===== config.mk =====
export PLATFORM = sky130hd
export DESIGN_NAME = register_file_mp
export DESIGN_NICKNAME = d
export VERILOG_FILES = /design/src/rtl/register_file_mp.sv
export SDC_FILE = /design/constraint.sdc
export NUM_CORES = 2
export LEC_CHECK = 0
export CORE_MARGIN = 10
export CORE_UTILIZATION = 53
export CTS_CLUSTER_SIZE = 30
export DETAILED_ROUTE_END_ITERATION = 7
export PLACE_DENSITY = 0.66
export SLEW_MARGIN = 10
export SYNTH_ARGS = -nofsm -noshare
export SYNTH_HDL_FRONTEND = slang
export SYNTH_SLANG_ARGS = --single-unit
export TNS_END_PERCENT = 30

===== constraint.sdc =====
create_clock -name clk -period 5.6 [get_ports clk]
set_input_delay 0.56 -clock clk [delete_from_list [all_inputs] [get_ports clk]]
set_output_delay 0.56 -clock clk [all_outputs]
set_load 0.005 [all_outputs]

===== src/rtl/register_file_mp.sv =====
// ============================================================================
// register_file_mp
// ----------------------------------------------------------------------------
// Parametrised multi-port integer register file for the pipelined core, with a
// per-register write-pending (busy) scoreboard for the hazard unit.
//
// Register 0 is hardwired to zero: it is never written, always reads 0 and its
// busy bit is never set. When several write ports target the same register in
// one cycle, the lowest-index port wins and the others are dropped. Reads are
// combinational; with BYPASS=1 a same-cycle winning write is forwarded to the
// read data (the busy bit is not affected by forwarding).
//
// Parameters:
//   XLEN    data width in bits
//   NREGS   number of architectural registers (power of two, >= 2)
//   NREAD   number of read ports
//   NWRITE  number of write ports (port 0 = Execute, highest priority)
//   BYPASS  1 = forward same-cycle write data to read ports, 0 = stored value
//   AW      address width (derived from NREGS)
//
// Ports:
//   clk       clock, all state updates on the rising edge
//   reset     asynchronous, active-low reset (clears registers and busy bits)
//   RA        packed read addresses, port i at [i*AW +: AW]
//   RD        packed read data, port i at [i*XLEN +: XLEN]
//   RBusy     busy bit of the register addressed by read port i
//   WE        write enables, one per write port
//   WA        packed write addresses, port j at [j*AW +: AW]
//   WD        packed write data, port j at [j*XLEN +: XLEN]
//   BusySet   mark register BusyAddr as pending at the next edge
//   BusyAddr  register to mark busy
//   AnyBusy   OR of all busy bits
// ============================================================================
module register_file_mp #(
    parameter int XLEN   = 32,
    parameter int NREGS  = 32,
    parameter int NREAD  = 2,
    parameter int NWRITE = 2,
    parameter int BYPASS = 1,
    parameter int AW     = $clog2(NREGS)
) (
    input  logic                    clk,
    input  logic                    reset,
    input  logic [NREAD*AW-1:0]     RA,
    output logic [NREAD*XLEN-1:0]   RD,
    output logic [NREAD-1:0]        RBusy,
    input  logic [NWRITE-1:0]       WE,
    input  logic [NWRITE*AW-1:0]    WA,
    input  logic [NWRITE*XLEN-1:0]  WD,
    input  logic                    BusySet,
    input  logic [AW-1:0]           BusyAddr,
    output logic                    AnyBusy
);

    // ------------------------------------------------------------------------
    // Write arbitration: a port commits only if it is enabled, targets a
    // non-zero register, and no lower-index enabled port targets the same
    // register. At most one port wins per address, so consumers of win[] may
    // scan the ports in any order.
    // ------------------------------------------------------------------------
    logic [NWRITE-1:0] win;

    always_comb begin
        win = '0;
        for (int j = 0; j < NWRITE; j++) begin
            win[j] = WE[j] && (WA[j*AW +: AW] != '0);
            for (int k = 0; k < j; k++) begin
                if (WE[k] && (WA[k*AW +: AW] == WA[j*AW +: AW])) begin
                    win[j] = 1'b0;
                end
            end
        end
    end

    // ------------------------------------------------------------------------
    // Register storage and busy scoreboard, one slice per register.
    // ------------------------------------------------------------------------
    logic [XLEN-1:0]  reg_view [NREGS];
    logic [NREGS-1:0] busy_vec;

    genvar gi;
    generate
        for (gi = 0; gi < NREGS; gi++) begin : g_reg
            if (gi == 0) begin : g_zero
                // Hardwired zero: no storage, never busy.
                assign reg_view[gi] = '0;
                assign busy_vec[gi] = 1'b0;
            end else begin : g_store
                logic [XLEN-1:0] data_reg;
                logic [XLEN-1:0] data_next;
                logic            busy_reg;
                logic            busy_next;
                logic            wr_hit;
                logic            set_hit;

                always_comb begin
                    wr_hit    = 1'b0;
                    data_next = data_reg;
                    for (int j = 0; j < NWRITE; j++) begin
                        if (win[j] && (WA[j*AW +: AW] == AW'(gi))) begin
                            wr_hit    = 1'b1;
                            data_next = WD[j*XLEN +: XLEN];
                        end
                    end
                end

                // A committed write retires the pending producer; a new issue
                // in the same cycle takes precedence and keeps it busy.
                assign set_hit   = BusySet && (BusyAddr == AW'(gi));
                assign busy_next = set_hit | (busy_reg & ~wr_hit);

                always_ff @(posedge clk or negedge reset) begin
                    if (!reset) begin
                        data_reg <= '0;
                        busy_reg <= 1'b0;
                    end else begin
                        data_reg <= data_next;
                        busy_reg <= busy_next;
                    end
                end

                assign reg_view[gi] = data_reg;
                assign busy_vec[gi] = busy_reg;
            end
        end
    endgenerate

    assign AnyBusy = |busy_vec;

    // ------------------------------------------------------------------------
    // Read ports: combinational, with optional forwarding of the winning
    // same-cycle write. Forwarding is suppressed while reset is low so that
    // read data is zero throughout reset.
    // ------------------------------------------------------------------------
    generate
        for (gi = 0; gi < NREAD; gi++) begin : g_rd
            logic [AW-1:0]   ra;
            logic [XLEN-1:0] stored;
            logic [XLEN-1:0] fwd;
            logic            fwd_hit;

            assign ra     = RA[gi*AW +: AW];
            assign stored = reg_view[ra];

            // win[] already excludes address 0, so register 0 is never
            // forwarded and keeps reading zero.
            always_comb begin
                fwd_hit = 1'b0;
                fwd     = '0;
                for (int j = 0; j < NWRITE; j++) begin
                    if (win[j] && (WA[j*AW +: AW] == ra)) begin
                        fwd_hit = 1'b1;
                        fwd     = WD[j*XLEN +: XLEN];
                    end
                end
            end

            assign RD[gi*XLEN +: XLEN] = ((BYPASS != 0) && reset && fwd_hit) ? fwd : stored;
            assign RBusy[gi]           = busy_vec[ra];
        end
    endgenerate

endmodule


==> impl_results.md <==
* First DRT Iteration DRCs at 8937
* Number of antenna violations at the first check in global routing at 7
* Count of flip-flops with a built-in enable after synthesis at 0
* Maximum operating frequency at 191.4 MHz
* Area grow syn2layout at 10.83%
* Total congestion overflow at 0
* Post-Synth Adder-Cell Area at 0%
* Max-cap violation count at 0
* Synthesized flop and latch total at 1023
* # IOs at 161
* Number of nets produced by synthesis at 6518
* Flip-flop cell with the highest count after synthesis: dfrtp_1
* Global placement routability congestion at 0.9378
* Ys Warns at 0
* Global-route usage over all layers at 37.72%
* Launch point of the worst path: WA[9]
* Hold Slack at 0.3779 ns
* Total via count in the routed design at 56615
* Worst reg2reg path startpoint: g_reg[14].g_store.data_reg[9]$_DFFE_PN0P_
* Floorplan die height at 366.7 um
* Number of H-tree levels at 3
* Flop2flop setup slack at around 4.8 ns
* Total of buffers placed on input and output ports at 160
* Cell Pwr Density at 356.8 nW/um2
* Critical path destination: RD[10]
* Core box area at 119700 um2
* Max-slew headroom at 15.94%
* Summed instance area of the synthesized netlist at 63710 um2
* DP Wirelength at about 150000 um
* Number of different library cells in the post-synthesis netlist at 52
* VDD IR-drop max at 0.3011 mV
* CTS-repair resized insts at 0
* Total negative slack for setup checks at 0 ns
* Ys async rst share at 100.0%
* Row Count at 127
* Simple-gate share of the synthesized area at 10.90%
* Die Footprint at 134500 um2
* Inserted Clock Buffers at 115
* Hold crit path type: input port to asynchronous set/reset pin
* Cell count after synthesis at 6424
* Aggregate routed wire length at 261700 um
* Count of unresolved DRC violations after routing at 0
* Count of pins over their slew limit at 0
* Average routed wire per standard cell at approximately 33 um
* Crit path launch type: input port
* Starting density of the core at between 50% and 60%
* Core occupancy in the finished layout at 59.01%
* Synthesized-area fraction occupied by ao, oa, aoi and oai cells at ~17%
* Clock root cell: clkbuf_16
* Main combinational cell family by area after synthesis: multiplexers
* Count of final setup violators at 0
* Final Total Pwr at 25.19 mW
* Post-DR vias/cell at 7.218
* CTS clk-pin slew, worst paths at 0.06 ns
* Xor and xnor area share after synthesis at 0.3437%
* Worst Setup Path Type: input port to primary output
* Largest net degree at the start of global routing at ~170
* RSZ-0062 raised after global routing: false
* First-pass GRT wire length at 382000 um
* Layout Nets at 6236
* Part of the cycle the worst path needs at around 93%
* Number of detailed-route iterations in the first pass at 7
* Share of layout cells above drive strength 1 at 16.79%
* Synthesized area divided by synthesized cell count at ~9.9 um2
* Time the worst path needs with I/O delays and setup at ~5.2 ns
* DRT antenna net count at 0
* Transition time at the pin with the least slew margin at around 1.3 ns
* Hold Violations, Final at 0
* Total leakage power at roughly 31 nW
* DIE WIDTH at 366.7 um
* Reg-to-Reg End: g_reg[14].g_store.data_reg[9]$_DFFE_PN0P_
* Clock tree skew after final layout at 0 ns
* Result of the run: finished clean
* Number of flip-flops in the largest register at about 1000
* Clock network latency to the later pin of the worst-skew pair at 0.73 ns
* Worst endpoint required time at 5.04 ns
* Reg2Reg Depth at 2
* Worst-case clock buffer depth at 3
* Vias in the first global route at 55159
* Kind of end point of the critical path: primary output
* Peak fanout along the critical path at 16
* Critical path arrival at 4.66 ns
* TritonCTS clock tree: done
* Seq/Total Area, Yosys at about two fifths
* FILL cells at 10013
* Portion of netlist area occupied by mux cells at 26.08%
* Sink Count at 1023
==> layout make-up <==
cell class	instances	area (um2)	area share, %
antenna	2	5.005	0.007088
clock buffer	175	3386	4.795
clock inverter	30	410.4	0.5812
inverter	13	50.05	0.07088
multi-input combinational	4576	35320	50.01
sequential	1023	25600	36.25
tap	1612	2017	2.856
timing repair buffer	413	3827	5.420
==> critical path, cell delays in order <==
cell,delay [ns]
clkdlybuf4s50_1,1.06
xor2_1,0.28
nor4_4,0.08
a211o_1,0.35
nor4_4,0.58
o21a_2,0.61
buf_4,0.45
o22ai_1,0.16
clkdlybuf4s50_1,0.51
==> per-stage QoR <==
step | instance area, um2 | worst slack, ns | cells
final | 70610 | 0.3751 | 7844
after global routing | 70610 | 0.4114 | 7843
after CTS | 70590 | 0.4099 | 7841
after detailed placement | 66780 | 0.4271 | 7635
after global placement | 66780 | 0.4918 | 7635
after floorplan | 63710 | 2.726 | 6424
==> Yosys cell counts, types with 2 or more instances <==
library cell	number	area share, %
buf_1	116	0.68
o2bb2ai_1	31	0.43
dfrtp_1	1023	40
a31oi_1	32	0.31
nor2_1	560	3.3
mux2_2	100	1.8
nor3_2	4	0.063
nor2b_1	12	0.12
a2111oi_4	10	0.43
a211o_1	2	0.027
buf_2	211	1.7
mux2i_1	641	10
a21oi_1	545	4.3
o21ai_0	93	0.73
nor4_2	2	0.039
xor2_1	12	0.16
nand3b_1	4	0.047
a32o_1	16	0.25
nor2_2	2	0.020
nor3_1	5	0.039
nor4_1	12	0.12
a211oi_1	6	0.071
o22ai_1	64	0.63
buf_4	12	0.14
nand4_1	2	0.020
o211ai_1	2	0.024
a211oi_2	2	0.039
nand2_1	1144	6.7
mux4_2	403	14
and2_1	5	0.049
a22oi_1	703	8.3
a22o_1	79	1.1
or2_2	2	0.020
o221ai_1	31	0.43
inv_1	12	0.071
xnor2_1	13	0.18
nand2b_1	14	0.14
nand3_1	12	0.094
clkbuf_1	443	2.6
clkbuf_2	30	0.24
==> report_power, final <==
group          leakage [nW]  switching [mW]  internal, mW
clock network          1.87            3.32          4.48
logic                  16.9            3.12          3.38
registers              12.6            1.56          9.34
==> layout by cell type, fill, tap and decap left out, types with 6 or more instances in the layout <==
master / instances
a2111oi_4: 11
a21oi_1: 544
a22o_1: 79
a22oi_1: 703
a31oi_1: 32
a32o_1: 16
buf_12: 27
buf_2: 6
buf_4: 229
bufinv_16: 7
clkbuf_1: 34
clkbuf_16: 117
clkbuf_8: 24
clkdlybuf4s50_1: 144
clkinv_2: 18
dfrtp_1: 1023
inv_1: 11
mux2_2: 100
mux2i_1: 641
mux4_2: 403
nand2_1: 1129
nand2_4: 11
nand2b_1: 10
nand3_1: 7
nor2_1: 528
nor2_4: 34
nor2b_4: 7
nor4_1: 8
o21ai_0: 93
o221ai_1: 31
o22ai_1: 64
o2bb2ai_1: 31
xnor2_1: 13
xor2_1: 12
==> logic make-up (layout without fill, tap and decap cells) <==
| kind of cell | Yosys count | in the layout |
|---|---|---|
| buffers and inverters | 825 | 631 |
| AOI/OAI and AO/OA | 1621 | 1621 |
| muxes | 1144 | 1144 |
| DFF | 1023 | 1023 |
| and+or+nand+nor | 1786 | 1786 |
| other | 0 | 2 |
| xor gates and xnor gates | 25 | 25 |
==> per-layer routing <==
layer | part of all wire (%) | wire [um] | track usage [%]
met1 | 36 | 95180 | 50.14
met2 | 42 | 109400 | 53.50
met3 | 16 | 41530 | 14.25
met4 | 5.9 | 15560 | 19.21
met5 | 0.011 | 28 | 0
==> worst min path at each step <==
stage	slack, ns	to	start	cells past startpoint
6_report	0.38	g_reg[5].g_store.data_reg[24]$_DFFE_PN0P_	reset	2
5_1_grt	0.40	g_reg[3].g_store.data_reg[30]$_DFFE_PN0P_	reset	2
4_1_cts	0.36	g_reg[5].g_store.data_reg[24]$_DFFE_PN0P_	reset	2
3_5_place_dp	0.48	g_reg[20].g_store.data_reg[25]$_DFFE_PN0P_	g_reg[20].g_store.data_reg[25]$_DFFE_PN0P_	2
3_3_place_gp	0.47	g_reg[31].g_store.data_reg[5]$_DFFE_PN0P_	g_reg[31].g_store.data_reg[5]$_DFFE_PN0P_	2
2_1_floorplan	0.26	g_reg[10].g_store.busy_reg$_DFF_PN0_	reset	0
==> what timing repair did <==
item / CTS / global route
hold buffers: 1 / 0
setup buffers: 0 / 0
endpoints found under the hold margin: 32 / 0
No activity file was read; power rests on OpenSTA's default activity.
